`src/rtl/regfile_sb_param_if.sv`:
```
`default_nettype none
// ============================================================================
//  Module   : regfile_sb_param_if
//  Brief    : Read, write, reserve and status bundle of the scoreboarded register file.
//  Revision : 1.0  initial release
// ============================================================================
interface regfile_sb_param_if #(
  parameter int DATA_W = 32,
  parameter int ADDR_W = 5
);
  logic [ADDR_W-1:0] raddr1;
  logic [ADDR_W-1:0] raddr2;
  logic [DATA_W-1:0] rdata1;
  logic [DATA_W-1:0] rdata2;
  logic              busy1;
  logic              busy2;
  logic              we;
  logic [ADDR_W-1:0] waddr;
  logic [DATA_W-1:0] wdata;
  logic              rsv_en;
  logic [ADDR_W-1:0] rsv_addr;
  logic              ready;

  modport master (
    output raddr1, raddr2, we, waddr, wdata, rsv_en, rsv_addr,
    input  rdata1, rdata2, busy1, busy2, ready
  );

  modport slave (
    input  raddr1, raddr2, we, waddr, wdata, rsv_en, rsv_addr,
    output rdata1, rdata2, busy1, busy2, ready
  );
endinterface
`default_nettype wire

```
`src/rtl/regfile_sb_param.sv`:
```
`default_nettype none
// ============================================================================
//  Module   : regfile_sb_param
//  Brief    : 2R/1W register file with busy scoreboard and post-reset clear
//             sweep. Define REGFILE_BYPASS_EN to forward same-cycle writes.
//  Revision : 1.0  initial release
// ============================================================================
module regfile_sb_param #(
  parameter int DATA_W = 32,
  parameter int ADDR_W = 5
) (
  input  logic                clk,
  input  logic                rst,
  regfile_sb_param_if.slave   bus
);

  localparam int DEPTH = 2**ADDR_W;

`ifdef REGFILE_BYPASS_EN
  localparam bit BYPASS = 1'b1;
`else
  localparam bit BYPASS = 1'b0;
`endif

  typedef enum logic [0:0] {
    ST_CLEAR = 1'b0,
    ST_RUN   = 1'b1
  } state_t;

  state_t            state_q, state_d;
  logic [ADDR_W-1:0] clr_ptr_q, clr_ptr_d;
  logic [DEPTH-1:0]  busy_q, busy_d;
  logic [DATA_W-1:0] mem_q [DEPTH];

  logic run_w;
  logic wr_ok_w;
  logic rsv_ok_w;

  assign run_w    = (state_q == ST_RUN);
  assign wr_ok_w  = run_w && bus.we     && (bus.waddr    != '0);
  assign rsv_ok_w = run_w && bus.rsv_en && (bus.rsv_addr != '0);

  always_comb begin
    state_d   = state_q;
    clr_ptr_d = clr_ptr_q;
    case (state_q)
      ST_CLEAR: begin
        clr_ptr_d = clr_ptr_q + ADDR_W'(1);
        if (&clr_ptr_q) state_d = ST_RUN;
      end
      ST_RUN:   state_d = ST_RUN;
      default:  state_d = ST_CLEAR;
    endcase
  end

  // Reserve is applied after release so a same-edge write+reserve leaves the entry busy.
  always_comb begin
    busy_d = busy_q;
    if (wr_ok_w)  busy_d[bus.waddr]    = 1'b0;
    if (rsv_ok_w) busy_d[bus.rsv_addr] = 1'b1;
    busy_d[0] = 1'b0;
  end

  always_ff @(posedge clk) begin
    if (rst) begin
      state_q   <= ST_CLEAR;
      clr_ptr_q <= '0;
      busy_q    <= '0;
    end else begin
      state_q   <= state_d;
      clr_ptr_q <= clr_ptr_d;
      busy_q    <= busy_d;
    end
  end

  always_ff @(posedge clk) begin
    if (!rst) begin
      if (state_q == ST_CLEAR) begin
        mem_q[clr_ptr_q] <= '0;
      end else if (wr_ok_w) begin
        mem_q[bus.waddr] <= bus.wdata;
      end
    end
  end

  logic [ADDR_W-1:0] raddr_w [2];
  assign raddr_w[0] = bus.raddr1;
  assign raddr_w[1] = bus.raddr2;

  generate
    for (genvar p = 0; p < 2; p++) begin : g_rd
      logic [DATA_W-1:0] data_c;
      logic              busy_c;
      always_comb begin
        data_c = '0;
        busy_c = 1'b0;
        if (run_w && (raddr_w[p] != '0)) begin
          data_c = mem_q[raddr_w[p]];
          busy_c = busy_q[raddr_w[p]];
          if (BYPASS && wr_ok_w && (raddr_w[p] == bus.waddr)) begin
            data_c = bus.wdata;
            busy_c = 1'b0;
          end
        end
      end
    end
  endgenerate

  assign bus.rdata1 = g_rd[0].data_c;
  assign bus.busy1  = g_rd[0].busy_c;
  assign bus.rdata2 = g_rd[1].data_c;
  assign bus.busy2  = g_rd[1].busy_c;
  assign bus.ready  = run_w;

endmodule
`default_nettype wire

```
`src/flat_wrapper.sv`:
```
// flat-port wrapper written by rule: the top's interface ports become plain ports
module regfile_sb_param_flat 
#(
  parameter int DATA_W = 32,
  parameter int ADDR_W = 5
)
  (clk, rst, bus_raddr1, bus_raddr2, bus_we, bus_waddr, bus_wdata, bus_rsv_en, bus_rsv_addr, bus_rdata1, bus_rdata2, bus_busy1, bus_busy2, bus_ready);
  regfile_sb_param_if #(.DATA_W(DATA_W), .ADDR_W(ADDR_W)) bus_i ();
  input  logic clk;
  input  logic rst;
  input wire logic [$bits(bus_i.raddr1)-1:0] bus_raddr1;
  input wire logic [$bits(bus_i.raddr2)-1:0] bus_raddr2;
  input wire logic [$bits(bus_i.we)-1:0] bus_we;
  input wire logic [$bits(bus_i.waddr)-1:0] bus_waddr;
  input wire logic [$bits(bus_i.wdata)-1:0] bus_wdata;
  input wire logic [$bits(bus_i.rsv_en)-1:0] bus_rsv_en;
  input wire logic [$bits(bus_i.rsv_addr)-1:0] bus_rsv_addr;
  output wire logic [$bits(bus_i.rdata1)-1:0] bus_rdata1;
  output wire logic [$bits(bus_i.rdata2)-1:0] bus_rdata2;
  output wire logic [$bits(bus_i.busy1)-1:0] bus_busy1;
  output wire logic [$bits(bus_i.busy2)-1:0] bus_busy2;
  output wire logic [$bits(bus_i.ready)-1:0] bus_ready;
  assign bus_i.raddr1 = bus_raddr1;
  assign bus_i.raddr2 = bus_raddr2;
  assign bus_i.we = bus_we;
  assign bus_i.waddr = bus_waddr;
  assign bus_i.wdata = bus_wdata;
  assign bus_i.rsv_en = bus_rsv_en;
  assign bus_i.rsv_addr = bus_rsv_addr;
  assign bus_rdata1 = bus_i.rdata1;
  assign bus_rdata2 = bus_i.rdata2;
  assign bus_busy1 = bus_i.busy1;
  assign bus_busy2 = bus_i.busy2;
  assign bus_ready = bus_i.ready;
  regfile_sb_param #(.DATA_W(DATA_W), .ADDR_W(ADDR_W)) u_core (.clk(clk), .rst(rst), .bus(bus_i));
endmodule
```
`config.mk`:
```
export PLATFORM = sky130hd
export DESIGN_NAME = regfile_sb_param_flat
export DESIGN_NICKNAME = d
export VERILOG_FILES = /design/src/rtl/regfile_sb_param_if.sv /design/src/rtl/regfile_sb_param.sv /design/src/flat_wrapper.sv
export SDC_FILE = /design/constraint.sdc
export NUM_CORES = 1
export LEC_CHECK = 0
export BUFFER_PORTS_ARGS = -buffer_cell sky130_fd_sc_hd__clkbuf_2
export CAP_MARGIN = 20
export CORE_MARGIN = 4
export CORE_UTILIZATION = 40
export DETAILED_ROUTE_END_ITERATION = 6
export PLACE_DENSITY = 0.56
export SYNTH_ARGS = -nofsm -noshare
export SYNTH_HDL_FRONTEND = slang
export SYNTH_SLANG_ARGS = --single-unit
```
`constraint.sdc`:
```
create_clock -name clk -period 5 [get_ports clk]
set_clock_uncertainty 0.05 [all_clocks]
set_input_delay 0.25 -clock clk [delete_from_list [all_inputs] [get_ports clk]]
set_output_delay 0.25 -clock clk [all_outputs]
set_load 0.05 [all_outputs]
```
==> results of run 1 <==
==> final cells by class <==
cell class / instances / area (µm²) / area share (%)
Clock buffer: 136 / 3070 / 5.42
Multi-Input combinational cell: 1218 / 17200 / 30.4
Sequential cell: 1061 / 31500 / 55.6
Timing Repair Buffer: 257 / 1980 / 3.49
Clock inverter: 79 / 871 / 1.54
Tap cell: 1625 / 2030 / 3.59
Inverter: 2 / 7.51 / 0.0132
==> registers in the layout, indices dropped and copies added, names as in the netlist <==
| name | count |
|---|---|
| u_core.bus.ready | 1 |
| u_core.busy_q | 31 |
| u_core.clr_ptr_q | 5 |
| u_core.mem_q | 1024 |
==> metal layers <==
metal  up-vias  share of wire, %
met5         -             0.024
met4         6               5.2
met3       295               7.8
met2      1479                49
met1     15180                38
li1      11147                 -
==> worst register-to-register path, cell delays in order (launching register included) <==
cell and delay, ns:
dfxtp_1 0.86, nand2_1 0.24, a211oi_4 0.91, mux2i_1 0.59, nor3_2 0.28, buf_4 0.63
==> synthesized netlist by cell type (all sizes together) (4+ instances only) <==
| cell | n | area share [%] |
|---|---|---|
| mux2 | 68 | 1.5 |
| o21ai | 31 | 0.31 |
| a22oi | 32 | 0.48 |
| a31oi | 33 | 0.42 |
| clkbuf | 69 | 0.53 |
| a21oi | 63 | 0.64 |
| o22a | 33 | 0.58 |
| nand2 | 80 | 0.61 |
| mux4 | 525 | 24 |
| nand3 | 5 | 0.050 |
| dfxtp | 37 | 1.5 |
| o221ai | 33 | 0.58 |
| nor2 | 18 | 0.14 |
| mux2i | 144 | 2.9 |
| nor3 | 39 | 0.41 |
| a221o | 32 | 0.65 |
| nand2b | 4 | 0.050 |
| and2 | 33 | 0.42 |
| buf | 126 | 1.6 |
| nor2b | 14 | 0.18 |
| edfxtp | 1024 | 62 |
==> stage by stage <==
step,util (%),power (mW)
3_5_place_dp,42.8,10.9
6_report,46.3,19.6
2_1_floorplan,-,10.6
4_1_cts,46.1,19.7
5_1_grt,46.3,20.1
3_3_place_gp,42.7,10.9
==> where the power goes <==
part | switching, mW | internal (mW) | total (mW)
Sequential | 0.0325 | 9.67 | 9.70
Clock | 3.59 | 5.22 | 8.81
Combinational | 0.597 | 0.462 | 1.06
Total | 4.22 | 15.3 | 19.6
==> final timing paths <==
| kind | to | from |
|---|---|---|
| setup / recovery | bus_rdata2[29] | u_core.bus.ready$_SDFF_PP0_ |
| hold / removal | u_core.mem_q[9][30]$_DFFE_PP_ | bus_wdata[30] |
| setup reg to reg | u_core.mem_q[9][8]$_DFFE_PP_ | u_core.bus.ready$_SDFF_PP0_ |
| hold reg to reg | u_core.busy_q[29]$_SDFF_PP0_ | u_core.busy_q[29]$_SDFF_PP0_ |
==> kinds of logic (layout without fill, tap and decap cells) <==
group	count (synthesis)	count (layout)	share of synthesized area (%)
DFF	1061	1061	63.5
muxes	737	737	28.3
adders and majority gates	2	2	0.0505
and+or+nand+nor	210	210	2.11
xor gates and xnor gates	3	3	0.0530
buffers and inverters	197	474	2.12
AOI/OAI and AO/OA	266	266	3.82
==> metrics, run 1 <==
final HPWL from detailed placement roughly 92000 µm; Die Y approximately 360 µm; Mapped Area just under 50000 µm²; DR pass1 iterations 6; Syn Area/Cell roughly 20 µm²; worst slack, placed 1.07 ns; distinct cell type count of the synthesized netlist 47; Antenna Nets Post-Route 0; outcome finished, final reports clean; # resized after CTS 0; Final period util 86.7%; row count approximately 130; most frequent cells in the layout edfxtp_1 (1024), mux4_2 (525), mux2i_1 (144); met2 Use GR about two fifths; CP max stage cell dfxtp_1; Final setup viols 0; Initial Util about 41%; clock-pin transition on the worst setup and hold timing paths ~0.060 ns; number of buffers added for setup after CTS 0; RePlAce Congestion 0.817; family with the most delay on the worst path simple AND/OR/NAND/NOR gates; clk_lat worst skew around 0.70 ns; Hold Path Class primary input to flop; Leakage around 16 nW; fill cell count 10164; largest net degree at the start of global routing 83; hold buffer count at cts 15; Post-Layout Inst Area 56700 µm²; final WL roughly 150000 µm; Reg2Reg Depth 5; share of layout cells above drive strength 1 38.5%; Min Hold Slack around 0.077 ns; required time of the critical path around 4.7 ns; vias in the first global route 29274; Crit. path cell count 6; M3 GR Usage 4.60%; hold depth 2; largest stage delay on the critical path between 0.8 and 0.9 ns; final hold violations 0; met1 usage in global routing just under 30%; Setup WS post-layout 0.664 ns; crit path kind flop to output port; wire length per cell between 30 and 40 µm; CTS tree done; RSZ-0062 raised after global routing no; #FFs+latches synth 1061; core box area roughly 120000 µm²; normalized max-slew margin a little over a quarter; Seq/Total Area, Yosys 63.5%; CP Capture Type output port; area grow syn2layout 14.4%; syn_nets between 2000 and 3000; critical-path cell list nand2b_1, nor2_4, buf_4, a22oi_1, a31oi_1, clkbuf_2; most common cell after layout, fill and taps aside edfxtp_1; # DRC 0; number of max-cap violations 0; n_diodes 0; TritonCTS buffer count between 100 and 150; GRT busiest layer met2; final net count roughly 2700; Sink Count ~1100; Placed Cells roughly 4100; initial antenna violation count 4; first-pass GRT wire length 216000 µm; All-Layer GR Usage 23.1%; Main synth FF type edfxtp_1; H-tree depth 3; number of synthesized flops with an enable pin 1024; # IOs 123; Tmin final about 4.3 ns; clk buf depth 3; vias between 20000 and 30000; Final TNS setup 0 ns; Async S/R FF share, synth 0%; PwrDens approximately 350 nW/µm²; Worst Max-Slew Pin Slew between 1 and 1.5 ns; Arr. time, crit path about 4 ns; Slew Viols, Final 0; Critical Path Fanout Max 22; number of vias per cell ~6.4; Die X between 300 and 400 µm; Starting DRT DRC Count about 2900; root buf cell clkbuf_16; Post-Layout Cell Count ~4400; peak supply drop between 0.0002 and 0.0003 V; R2R setup slack just over 1 ns; GR Overflow Total 0; Synth Warn # 0; die area about 130000 µm²; CP Launch Type flop; Mapped Cells roughly 2500; Port Buffer Count approximately 120; Worst Path Buf+Inv 2; FMAX around 230 MHz; Placed Area ~52000 µm²
Note: power is estimated with default switching activity, not from simulation.
==> inputs of run 2 (changes only) <==
--- a/config.mk
+++ b/config.mk
@@ -8,9 +8,9 @@
 export BUFFER_PORTS_ARGS = -buffer_cell sky130_fd_sc_hd__clkbuf_2
 export CAP_MARGIN = 20
 export CORE_MARGIN = 4
-export CORE_UTILIZATION = 40
+export CORE_UTILIZATION = 50
 export DETAILED_ROUTE_END_ITERATION = 6
-export PLACE_DENSITY = 0.56
+export PLACE_DENSITY = 0.67
 export SYNTH_ARGS = -nofsm -noshare
 export SYNTH_HDL_FRONTEND = slang
 export SYNTH_SLANG_ARGS = --single-unit
==> metrics, run 2 (same netlist as run 1, synthesis figures left out) <==
outcome finished, final reports clean; CP Capture Type output port; normalized max-slew margin slightly below 20%; Largest register FFs about 1000; WL met1 53700 µm; vias around 29000; PwrDens between 300 and 400 nW/µm²; wire length per cell between 30 and 40 µm; H-tree depth 3; number of max-cap violations 0; Worst Max-Slew Pin Slew between 1 and 1.5 ns; RePlAce Congestion approximately 0.86; Antenna Nets Post-Route 0; clk_lat worst skew 0.69 ns; Die Y approximately 320 µm; # resized after CTS 0; root buf cell clkbuf_16; TritonCTS buffer count between 100 and 150; Placed Area slightly above 50000 µm²; most frequent cells in the layout edfxtp_1 (1024), mux4_2 (525), mux2i_1 (144); most common cell after layout, fill and taps aside edfxtp_1; first-pass GRT wire length approximately 210000 µm; Arr. time, crit path ~4.2 ns; Hold Path Class primary input to flop; # IOs between 100 and 150; row count ~120; Final period util about nine tenths; Die X roughly 320 µm; initial antenna violation count 5; Sink Count 1061; Leakage about 16 nW; CTS tree done; CP Launch Type flop; Final TNS setup 0 ns; multi-input logic area approximately 17000 µm²; final core occ between 50% and 60%; largest net degree at the start of global routing between 100 and 150; peak supply drop 0.000310 V; share of layout cells above drive strength 1 between 30 and 40%; hold buffer count at cts 11; Tmin final 4.46 ns; clk buf depth 3; Post-Layout Inst Area 56000 µm²; clock-pin transition on the worst setup and hold timing paths about 0.06 ns; vias in the first global route 29027; FMAX around 220 MHz; WL met3 between 10000 and 15000 µm; Storage cell area between 30000 and 40000 µm²; die area ~100000 µm²; core box area 98400 µm²; crit path kind flop to output port; Critical Path Fanout Max 22; number of vias per cell 7.17; biggest regs u_core.mem_q x1024, u_core.busy_q x31, u_core.clr_ptr_q x5; final WL ~150000 µm; final HPWL from detailed placement 85500 µm; fill cell count 7205; # DRC 0; DR pass1 iterations 5; top layer in use met5; Final setup viols 0; number of buffers added for setup after CTS 0; Port Buffer Count between 100 and 150; Slew Viols, Final 0; area grow syn2layout 12.9%; Starting DRT DRC Count 4146; RSZ-0062 raised after global routing no; GR Overflow Total 0; Most flops, register u_core.mem_q; Initial Util between 50% and 60%; required time of the critical path about 4.7 ns; Met2 Wirelength 71300 µm; All-Layer GR Usage between 20 and 30%; final net count about 2700; final hold violations 0
run 2: cell count changes in the layout (fill, tap and decap cells not counted), moves of 2 or more:
cell / previous run / this run
clkbuf_1: 13 / 28
clkinvlp_4: 11 / 3
buf_16: 4 / 11
buf_4: 94 / 88
buf_8: 16 / 10
bufinv_16: 16 / 10
clkbuf_8: 3 / 0
clkinv_1: 19 / 22
clkinv_4: 3 / 0
inv_6: 7 / 4
clkbuf_16: 119 / 117
run 2: critical path, cell delays in order, from the launching register on:
cell and delay [ns]:
dfxtp_1 0.85, nand2b_1 0.31, nor3_4 0.81, buf_4 0.39, a22oi_1 0.13, a31oi_1 0.56
clkbuf_2 0.40
run 2: through the flow:
step | setup WS, ns | power, mW | hold WS [ns] | cells
global placement | 1.20 | 10.9 | 0.425 | 3786
detailed placement | 1.22 | 10.9 | 0.432 | 3789
global route | 0.420 | 19.2 | 0.00756 | 4025
finish | 0.536 | 18.7 | 0.0142 | 4025
floorplan | 0.328 | 10.6 | 0.370 | 2476
CTS | 0.578 | 18.8 | 0.00892 | 4000
run 2: layer usage:
layer | vias up | global-route usage [%]
met2 | 2029 | 45.5
met1 | 15330 | 38.3
met3 | 383 | 5.00
li1 | 11131 | -
met5 | - | 0
met4 | 4 | 12.0
run 2: where the power goes:
part	leakage, nW	switching (mW)	internal [mW]
Clock	1.69	3.37	4.57
Combinational	6.09	0.576	0.465
Sequential	8.28	0.0307	9.67
run 2: area by class of cell:
| cell class | count | area share, % |
|---|---|---|
| Sequential cell | 1061 | 56.3 |
| Tap cell | 1287 | 2.88 |
| Antenna cell | 1 | 0.00447 |
| Multi-Input combinational cell | 1218 | 30.8 |
| Clock inverter | 61 | 1.02 |
| Inverter | 2 | 0.0134 |
| Timing Repair Buffer | 256 | 3.88 |
| Clock buffer | 139 | 5.15 |
run 2: path summary, 6_finish.rpt:
path                                                  endpoint  depth (start not counted)                    startpoint  slack (ns)
worst max-delay path                             bus_rdata2[0]                          6   u_core.bus.ready$_SDFF_PP0_        0.54
worst min-delay path              u_core.mem_q[2][4]$_DFFE_PP_                          2                  bus_wdata[4]        0.01
worst max register to register  u_core.mem_q[15][19]$_DFFE_PP_                          5   u_core.bus.ready$_SDFF_PP0_        1.35
worst min register to register    u_core.busy_q[12]$_SDFF_PP0_                          2  u_core.busy_q[12]$_SDFF_PP0_        0.45
